`src/rtl/navibot_pwm_multi.sv`:
```
// navibot_pwm_multi: N-channel motor PWM and turn-signal blinker generator.
// A prescaler produces a PWM tick. Each tick advances a shared PWM counter and
// a free-running blink counter. Each channel latches its duty at period start.
// Dropping a channel's run request stops that channel at once.
// Optional soft-start ramp: define NAVIBOT_SOFTSTART_EN.
module navibot_pwm_multi #(
   parameter int NUM_CH     = 2,
   parameter int PWM_W      = 8,
   parameter int PRESC      = 12500,
   parameter int BLINK_HALF = 2000,
   parameter int RAMP_DIV   = 4
) (
   input  logic                      clk_in,
   input  logic                      rst,
   input  logic [PWM_W-1:0]          speed_set,
   input  logic                      slow0_fast1,
   input  logic [NUM_CH-1:0]         mtr_ctrl,
   input  logic [NUM_CH-1:0]         led_en,
   output logic [NUM_CH-1:0]         mtr_en,
   output logic [NUM_CH-1:0]         blinker,
   output logic [NUM_CH*PWM_W-1:0]   duty_mon,
   output logic                      pwm_tick
);

   localparam int PRESC_W = (PRESC > 1) ? $clog2(PRESC) : 1;
   localparam int BLINK_W = (BLINK_HALF > 1) ? $clog2(BLINK_HALF) : 1;
`ifdef NAVIBOT_SOFTSTART_EN
   localparam int STEP_W  = (RAMP_DIV > 1) ? $clog2(RAMP_DIV) : 1;
`endif

   typedef enum logic [1:0] {
      ST_IDLE = 2'd0,
      ST_RAMP = 2'd1,
      ST_HOLD = 2'd2
   } ch_state_t;

   logic [PRESC_W-1:0] presc_reg;
   logic               pwm_tick_reg;
   logic [PWM_W-1:0]   pwm_cnt_reg;
   logic [BLINK_W-1:0] blink_cnt_reg;
   logic               blink_phase_reg;
   logic [NUM_CH-1:0]  blinker_reg;
   logic [PWM_W-1:0]   speed_eff;
   logic               period_start;

   // Slow mode halves the requested speed for every channel.
   assign speed_eff    = slow0_fast1 ? speed_set : (speed_set >> 1);
   // The tick that wraps the PWM counter back to zero opens a new period.
   assign period_start = pwm_tick_reg && (pwm_cnt_reg == {PWM_W{1'b1}});
   assign pwm_tick     = pwm_tick_reg;
   assign blinker      = blinker_reg;

   // Prescaler: the tick pulse is high for the cycle after the count reaches PRESC-1.
   always_ff @(posedge clk_in) begin
      if (rst) begin
         presc_reg    <= '0;
         pwm_tick_reg <= 1'b0;
      end else begin
         pwm_tick_reg <= (presc_reg == PRESC_W'(PRESC - 1));
         if (presc_reg == PRESC_W'(PRESC - 1))
            presc_reg <= '0;
         else
            presc_reg <= presc_reg + PRESC_W'(1);
      end
   end

   // Shared PWM counter advances once per tick and wraps naturally.
   always_ff @(posedge clk_in) begin
      if (rst)
         pwm_cnt_reg <= '0;
      else if (pwm_tick_reg)
         pwm_cnt_reg <= pwm_cnt_reg + PWM_W'(1);
   end

   // Free-running blink timebase: phase flips every BLINK_HALF ticks.
   always_ff @(posedge clk_in) begin
      if (rst) begin
         blink_cnt_reg   <= '0;
         blink_phase_reg <= 1'b0;
      end else if (pwm_tick_reg) begin
         if (blink_cnt_reg == BLINK_W'(BLINK_HALF - 1)) begin
            blink_cnt_reg   <= '0;
            blink_phase_reg <= ~blink_phase_reg;
         end else begin
            blink_cnt_reg <= blink_cnt_reg + BLINK_W'(1);
         end
      end
   end

   // Blinker outputs: gated phase, so clearing an enable drops the output on the next edge.
   always_ff @(posedge clk_in) begin
      if (rst)
         blinker_reg <= '0;
      else
         blinker_reg <= led_en & {NUM_CH{blink_phase_reg}};
   end

   for (genvar gi = 0; gi < NUM_CH; gi++) begin : g_ch
      ch_state_t        state_reg, state_next;
      logic [PWM_W-1:0] duty_reg, duty_next, tgt;
      logic             mtr_en_bit_reg;
`ifdef NAVIBOT_SOFTSTART_EN
      logic [STEP_W-1:0] step_reg, step_next;
      logic              step_due;
      assign step_due = (step_reg == '0);
`endif

      assign tgt                          = mtr_ctrl[gi] ? speed_eff : '0;
      assign mtr_en[gi]                   = mtr_en_bit_reg;
      assign duty_mon[gi*PWM_W +: PWM_W]  = duty_reg;

      // Duty and channel state: stop overrides everything, otherwise load at period start.
      always_comb begin
         state_next = state_reg;
         duty_next  = duty_reg;
`ifdef NAVIBOT_SOFTSTART_EN
         step_next  = step_reg;
`endif
         if (!mtr_ctrl[gi]) begin
            duty_next = '0;
         end else if (period_start) begin
`ifdef NAVIBOT_SOFTSTART_EN
            if (tgt > duty_reg)
               duty_next = duty_reg + PWM_W'(step_due);
            else
               duty_next = tgt;
            step_next = (step_reg == STEP_W'(RAMP_DIV - 1)) ? '0 : step_reg + STEP_W'(1);
`else
            duty_next = tgt;
`endif
         end
         if (!mtr_ctrl[gi] || ((duty_next == '0) && (tgt == '0)))
            state_next = ST_IDLE;
         else if (duty_next < tgt)
            state_next = ST_RAMP;
         else
            state_next = ST_HOLD;
`ifdef NAVIBOT_SOFTSTART_EN
         if (state_next == ST_IDLE)
            step_next = '0;
`endif
      end

      // Channel registers and active-low driver enable (strict compare against duty).
      always_ff @(posedge clk_in) begin
         if (rst) begin
            state_reg      <= ST_IDLE;
            duty_reg       <= '0;
            mtr_en_bit_reg <= 1'b1;
         end else begin
            state_reg      <= state_next;
            duty_reg       <= duty_next;
            mtr_en_bit_reg <= ~((state_reg != ST_IDLE) && (pwm_cnt_reg < duty_reg));
         end
      end

`ifdef NAVIBOT_SOFTSTART_EN
      // Soft-start step counter: one duty increment every RAMP_DIV periods.
      always_ff @(posedge clk_in) begin
         if (rst)
            step_reg <= '0;
         else
            step_reg <= step_next;
      end
`endif
   end

endmodule

```
`config.mk`:
```
export PLATFORM = sky130hd
export DESIGN_NAME = navibot_pwm_multi
export DESIGN_NICKNAME = d
export VERILOG_FILES = /design/src/rtl/navibot_pwm_multi.sv
export SDC_FILE = /design/constraint.sdc
export NUM_CORES = 1
export LEC_CHECK = 0
export ABC_AREA = 1
export BUFFER_PORTS_ARGS = -buffer_cell sky130_fd_sc_hd__buf_2
export CAP_MARGIN = 20
export CELL_PAD_IN_SITES_DETAIL_PLACEMENT = 0
export CELL_PAD_IN_SITES_GLOBAL_PLACEMENT = 1
export CORE_UTILIZATION = 44
export CTS_CLUSTER_DIAMETER = 80
export DETAILED_ROUTE_END_ITERATION = 6
export PLACE_DENSITY_LB_ADDON = 0.1
export SKIP_CTS_REPAIR_TIMING = 1
export SLEW_MARGIN = 0
export SYNTH_ARGS = -nofsm -noshare
export SYNTH_HDL_FRONTEND = slang
export SYNTH_SLANG_ARGS = --single-unit
```
`constraint.sdc`:
```
create_clock -name clk_in -period 4.75 [get_ports clk_in]
set_input_delay 0.7125 -clock clk_in [delete_from_list [all_inputs] [get_ports clk_in]]
set_output_delay 0.7125 -clock clk_in [all_outputs]
set_load 0.01 [all_outputs]
```
Yosys cells after proc, flatten, opt, wreduce, memory -nomap -nowiden:

Index checks and enable logic that the tools add are counted.

* bits of input ports: 15
* output and inout port bits: 21
* word-level logic and storage cells: 55
* register bits after elaboration: 59

* mux-type cells: 10
* reductions and logical operators: 19
* add/sub/neg operators: 3
* bitwise gates (word level): 4
* $lt $le $gt $ge: 4
* equality and inequality tests: 3

Operators by type and width (count)
* 2-to-1 mux 8 bit: 7
* logical NOT 8 bit: 4
* < comparator 8 bit: 4
* adder 14 x 1 -> 14 bit, second input constant: 1
* equality test 14 bit, second input constant: 1
* adder 11 x 1 -> 11 bit, second input constant: 1
* equality test 11 bit, second input constant: 1
* 2-to-1 mux 11 bit: 1
* adder 8 x 1 -> 8 bit, second input constant: 1
* equality test 8 bit, second input constant: 1
* OR reduction 2 bit: 3
* logical AND 1 bit: 5
* 2-to-1 mux 2 bit: 2
* nonzero test 2 bit: 2
* inverter 1 bit: 3
* AND 2 bit: 1
* logical NOT 1 bit: 2
* logical OR 1 bit: 2
* AND reduction 2 bit: 1

Longest topological paths before layout:

* depth after elaboration: 8
* gate-level depth with buffers: 16
* mapped depth without buffers: 16

Worst setup path after synthesis:

Ideal clock, no wire load.

* kind: input port to flip-flop
* start point: input slow0_fast1
* end point: register g_ch[0].state_reg[1]
* slack: 2627 ps
* buffers on the path: 1
* stages on the path: 14
* required time: 4686 ps
* setup time: 64 ps
* arrival time: 2059 ps
* cells stage by stage: buf_4 nand2_1 nand3_1 nand3_1 nand3_1 inv_1 ha_1 nand2_1 or2_2 nand2_1 inv_1 nand2_1 inv_1 nor2_1

* longest elaborated chain between the ends: 8
* elaborated cells between the ends (all ways): 11
* those cells by class: order compare (1); mux (5); reduce/logical (5)

RTL lines
* start, declared: line 16 `input logic slow0_fast1,`
* 2-to-1 mux 8 bit *: line 47 `assign speed_eff = slow0_fast1 ? speed_set : (speed_set >> 1);`
* 2-to-1 mux 8 bit *: line 108 `assign tgt = mtr_ctrl[gi] ? speed_eff : '0;`
* 2-to-1 mux 8 bit *: line 121 `end else if (period_start) begin`
* 2-to-1 mux 8 bit *: line 119 `if (!mtr_ctrl[gi]) begin`
* via g_ch[0].duty_next[6]: line 100 `logic [PWM_W-1:0] duty_reg, duty_next, tgt;`
* parallel branches: the longest is 4 deep, another holds < comparator 8 bit
* end signal, assigned: line 151 `state_reg <= state_next;`
* end, declared: line 99 `ch_state_t state_reg, state_next;`

Mark *: on every way through the listed nets, which the timed path passes.
A chain may end at the register's enable or synchronous reset.

Final worst setup path:

* start point: register pwm_cnt_reg[0]
* end point: register g_ch[0].state_reg[1]

* longest elaborated chain between the ends: 8
* elaborated cells between the ends (all ways): 10
* those cells by class: order compare (1); eq/ne (1); mux (3); reduce/logical (5)

RTL lines
* start, declared: line 39 `logic [PWM_W-1:0] pwm_cnt_reg;`
* start signal, assigned: line 72 `pwm_cnt_reg <= pwm_cnt_reg + PWM_W'(1);`
* equality test 8 bit *: line 49 `assign period_start = pwm_tick_reg && (pwm_cnt_reg == {PWM_W{1'b1}});`
* logical AND 1 bit *: line 49
* 2-to-1 mux 8 bit *: line 121
* 2-to-1 mux 8 bit *: line 119
* via g_ch[0].duty_next[7]: line 100
* parallel branches: the longest is 4 deep, another holds < comparator 8 bit

Marked as above.

==> results.yml <==
power:
  power_mw: 1.054
  sw_frac_of_total_pct: 25.94
  power_frac_seq_pct: 47.6
  pwr-share-comb_pct: 7.0
  power_density_nw_per_um2: 267.3
  ir_drop_v: 0.0001542
  power_frac_clock_pct: 45.5
  net-switching-power_uw: 273.4
  p_int_uw: 780.5
  leakagePower_nw: 1.948
routing:
  ant_nets: 0
  wirelength_um: 8266
  drcViolationCount: 0
  vias_per_cell: 4.866
  vias: 3153
  initialDrtViolationCount: 132
  wire_per_inst_um: 12.76
  first_pass_iters: 4
global_routing:
  grt_usage_pct: 21.45
  grt_max_degree: 24
  grt_pass1_wl_um: 13990
  grt_pass1_vias: 3031
  grt_antenna_before_repair: 0
  grt-ovfl-total: 0
sta:
  setup_viol: 0
  final_max_slew_viol_count: 0
  worst_pin_slew_ns: 0.5525
  rsz0062_at_grt: "no"
  fmax_mhz: 402.3
  hold_violations: 0
  relSlewSlack_pct: 63.13
  holdWs_ns: 0.4478
  clock_skew_ns: 0.01273
  min_period_ns: 2.486
  fin_ws_ns: 2.264
  setup-tns-final_ns: 0
  fin_crit_sh_pct: 52.33
place:
  dp_hpwl_um: 6348
  dpl_cell_area_um2: 3739
  post-place-ws_ns: 2.236
  io_buffers: 35
  gp_congestion: 0.8710
  numPlacedInstances: 632
run:
  cap_violations: 0
synth:
  yosysMostFrequentCell: "nand2_1"
  synth_top_family_by_area: "simple AND/OR/NAND/NOR gates"
  postSynthCellCount: 510
  synth_common_cells: "nand2_1, nor2_1, inv_1, dfxtp_1, nand3_1"
  async_flop_share_pct: 0
  synth-edff-count: 0
  synth_cell_types: 32
  synth-seq-cells: 59
  synthAdderAreaFrac_pct: 10.97
  synthMuxAreaShare_pct: 0
  synth.top_cell.area_share_pct: 33.40
  yosysTopAreaCell: "dfxtp_1"
  synth-compound-area-share_pct: 8.669
  synthesis.nets: 556
  yosys_warnings: 0
  synthXorXnorAreaFrac_pct: 1.734
  syn_area_per_cell_um2: 6.933
  netlist_area_um2: 3536
  ys_seq_area_share_pct: 33.40
  synth-simple-area-share_pct: 34.22
  synth.area.top_cells: "dfxtp_1, nand2_1, ha_1"
  ys.flop_type: "dfxtp_1"
clocking:
  cts_tree: "built"
  clock-sinks: 59
  ctsHtreeMaxLevel: 3
  clockBufferDepth: 2
  cts_buffers: 9
  clockRootBuffer: "clkbuf_8"
  path_clk_slew_ns: 0.08
  clock_latency_ns: 0.35
critical_path:
  required_ns: 5.04
  start_kind: "flop"
  critical_path.max_fanout: 12
  path_class: "flop to flop"
  cp-end-kind: "flop"
  worst_ep_arrival_time_ns: 2.77
floorplan:
  io_pins: 36
  die_h_um: 91.65
  fp.coreArea_um2: 7767
  fp.dieW_um: 91.65
  rows: 32
  fp.dieArea_um2: 8399
  initial_core_util_pct: 45.52
finish:
  antenna_cells: 0
  stdcell_area_um2: 3943
  final_util_pct: 50.76
  syn2layout_area_growth_pct: 11.50
  final_nets: 587
  drive_gt1_share_pct: 14.65
  largest_reg_flops: 16
  stdcell_count: 648
worst_hold_path:
  hp-class: "flop to flop"
outcome:
  status: "completed"
[placed cells by master, fill, tap and decap left out, types with 4 or more instances in the layout]
cell / count
o21ai_1: 4
nand3_1: 33
nand3_2: 10
nand2_2: 7
buf_2: 35
xor2_1: 4
nand4_1: 6
nand2_1: 110
o21a_1: 4
o21ai_0: 15
inv_2: 4
dfxtp_1: 59
nor3_1: 10
clkbuf_8: 10
ha_1: 31
nor2_1: 74
inv_1: 73
a21oi_1: 27
[per-layer routing]
metal | wire length, um | vias to the layer above | global-route usage (%)
met3 | 198 | 11 | 3.234
met4 | 164 | 0 | 8.862
met5 | 0 | - | 0
li1 | - | 1696 | -
met2 | 3929 | 44 | 37.03
met1 | 3973 | 1402 | 26.56
[final cells by class]
type                       instances  area [um2]
multi-input combinational        359        1966
clock inverter                     5       62.56
timing repair buffer              35       175.2
clock buffer                      11       141.4
inverter                          77       289.0
tap                              102       127.6
sequential                        59        1181
fill                             823        3825
[cells by family after synthesis]
| logic type | after synthesis |
|---|---|
| fa+ha+maj | 31 |
| simple gates | 265 |
| flops | 59 |
| xor+xnor | 7 |
| compound gates | 56 |
| buf+inv | 92 |
[power groups by stage]
stage / Combinational [mW] / Clock (mW) / Sequential [mW]
detailed placement: 0.0734 / 0 / 0.513
global route: 0.0853 / 0.506 / 0.501
floorplan: 0.0541 / 0 / 0.512
finish: 0.0733 / 0.479 / 0.501
global placement: 0.0730 / 0 / 0.513
CTS: 0.0735 / 0.487 / 0.501
[worst max-delay path, stage by stage (launching register included)]
cell	delay [ns]
dfxtp_1	0.41
ha_1	0.19
nand3_1	0.09
nor2_2	0.42
nand3_2	0.18
nand3_2	0.15
inv_1	0.05
ha_1	0.29
nand2_1	0.07
or2_2	0.29
nand2_1	0.06
inv_1	0.03
nand2_1	0.07
inv_1	0.04
nor2_1	0.07
[path summary, 6_finish.rpt]
kind / start / to / slack, ns / depth (start not counted)
max reg2reg: pwm_cnt_reg[0] / g_ch[0].state_reg[1] / 2.26 / 14
max: pwm_cnt_reg[0] / g_ch[0].state_reg[1] / 2.26 / 14
min reg2reg: blink_phase_reg / blinker[0] / 0.45 / 2
min: blink_phase_reg / blinker[0] / 0.45 / 2
Note: power is estimated with default switching activity, not from simulation.
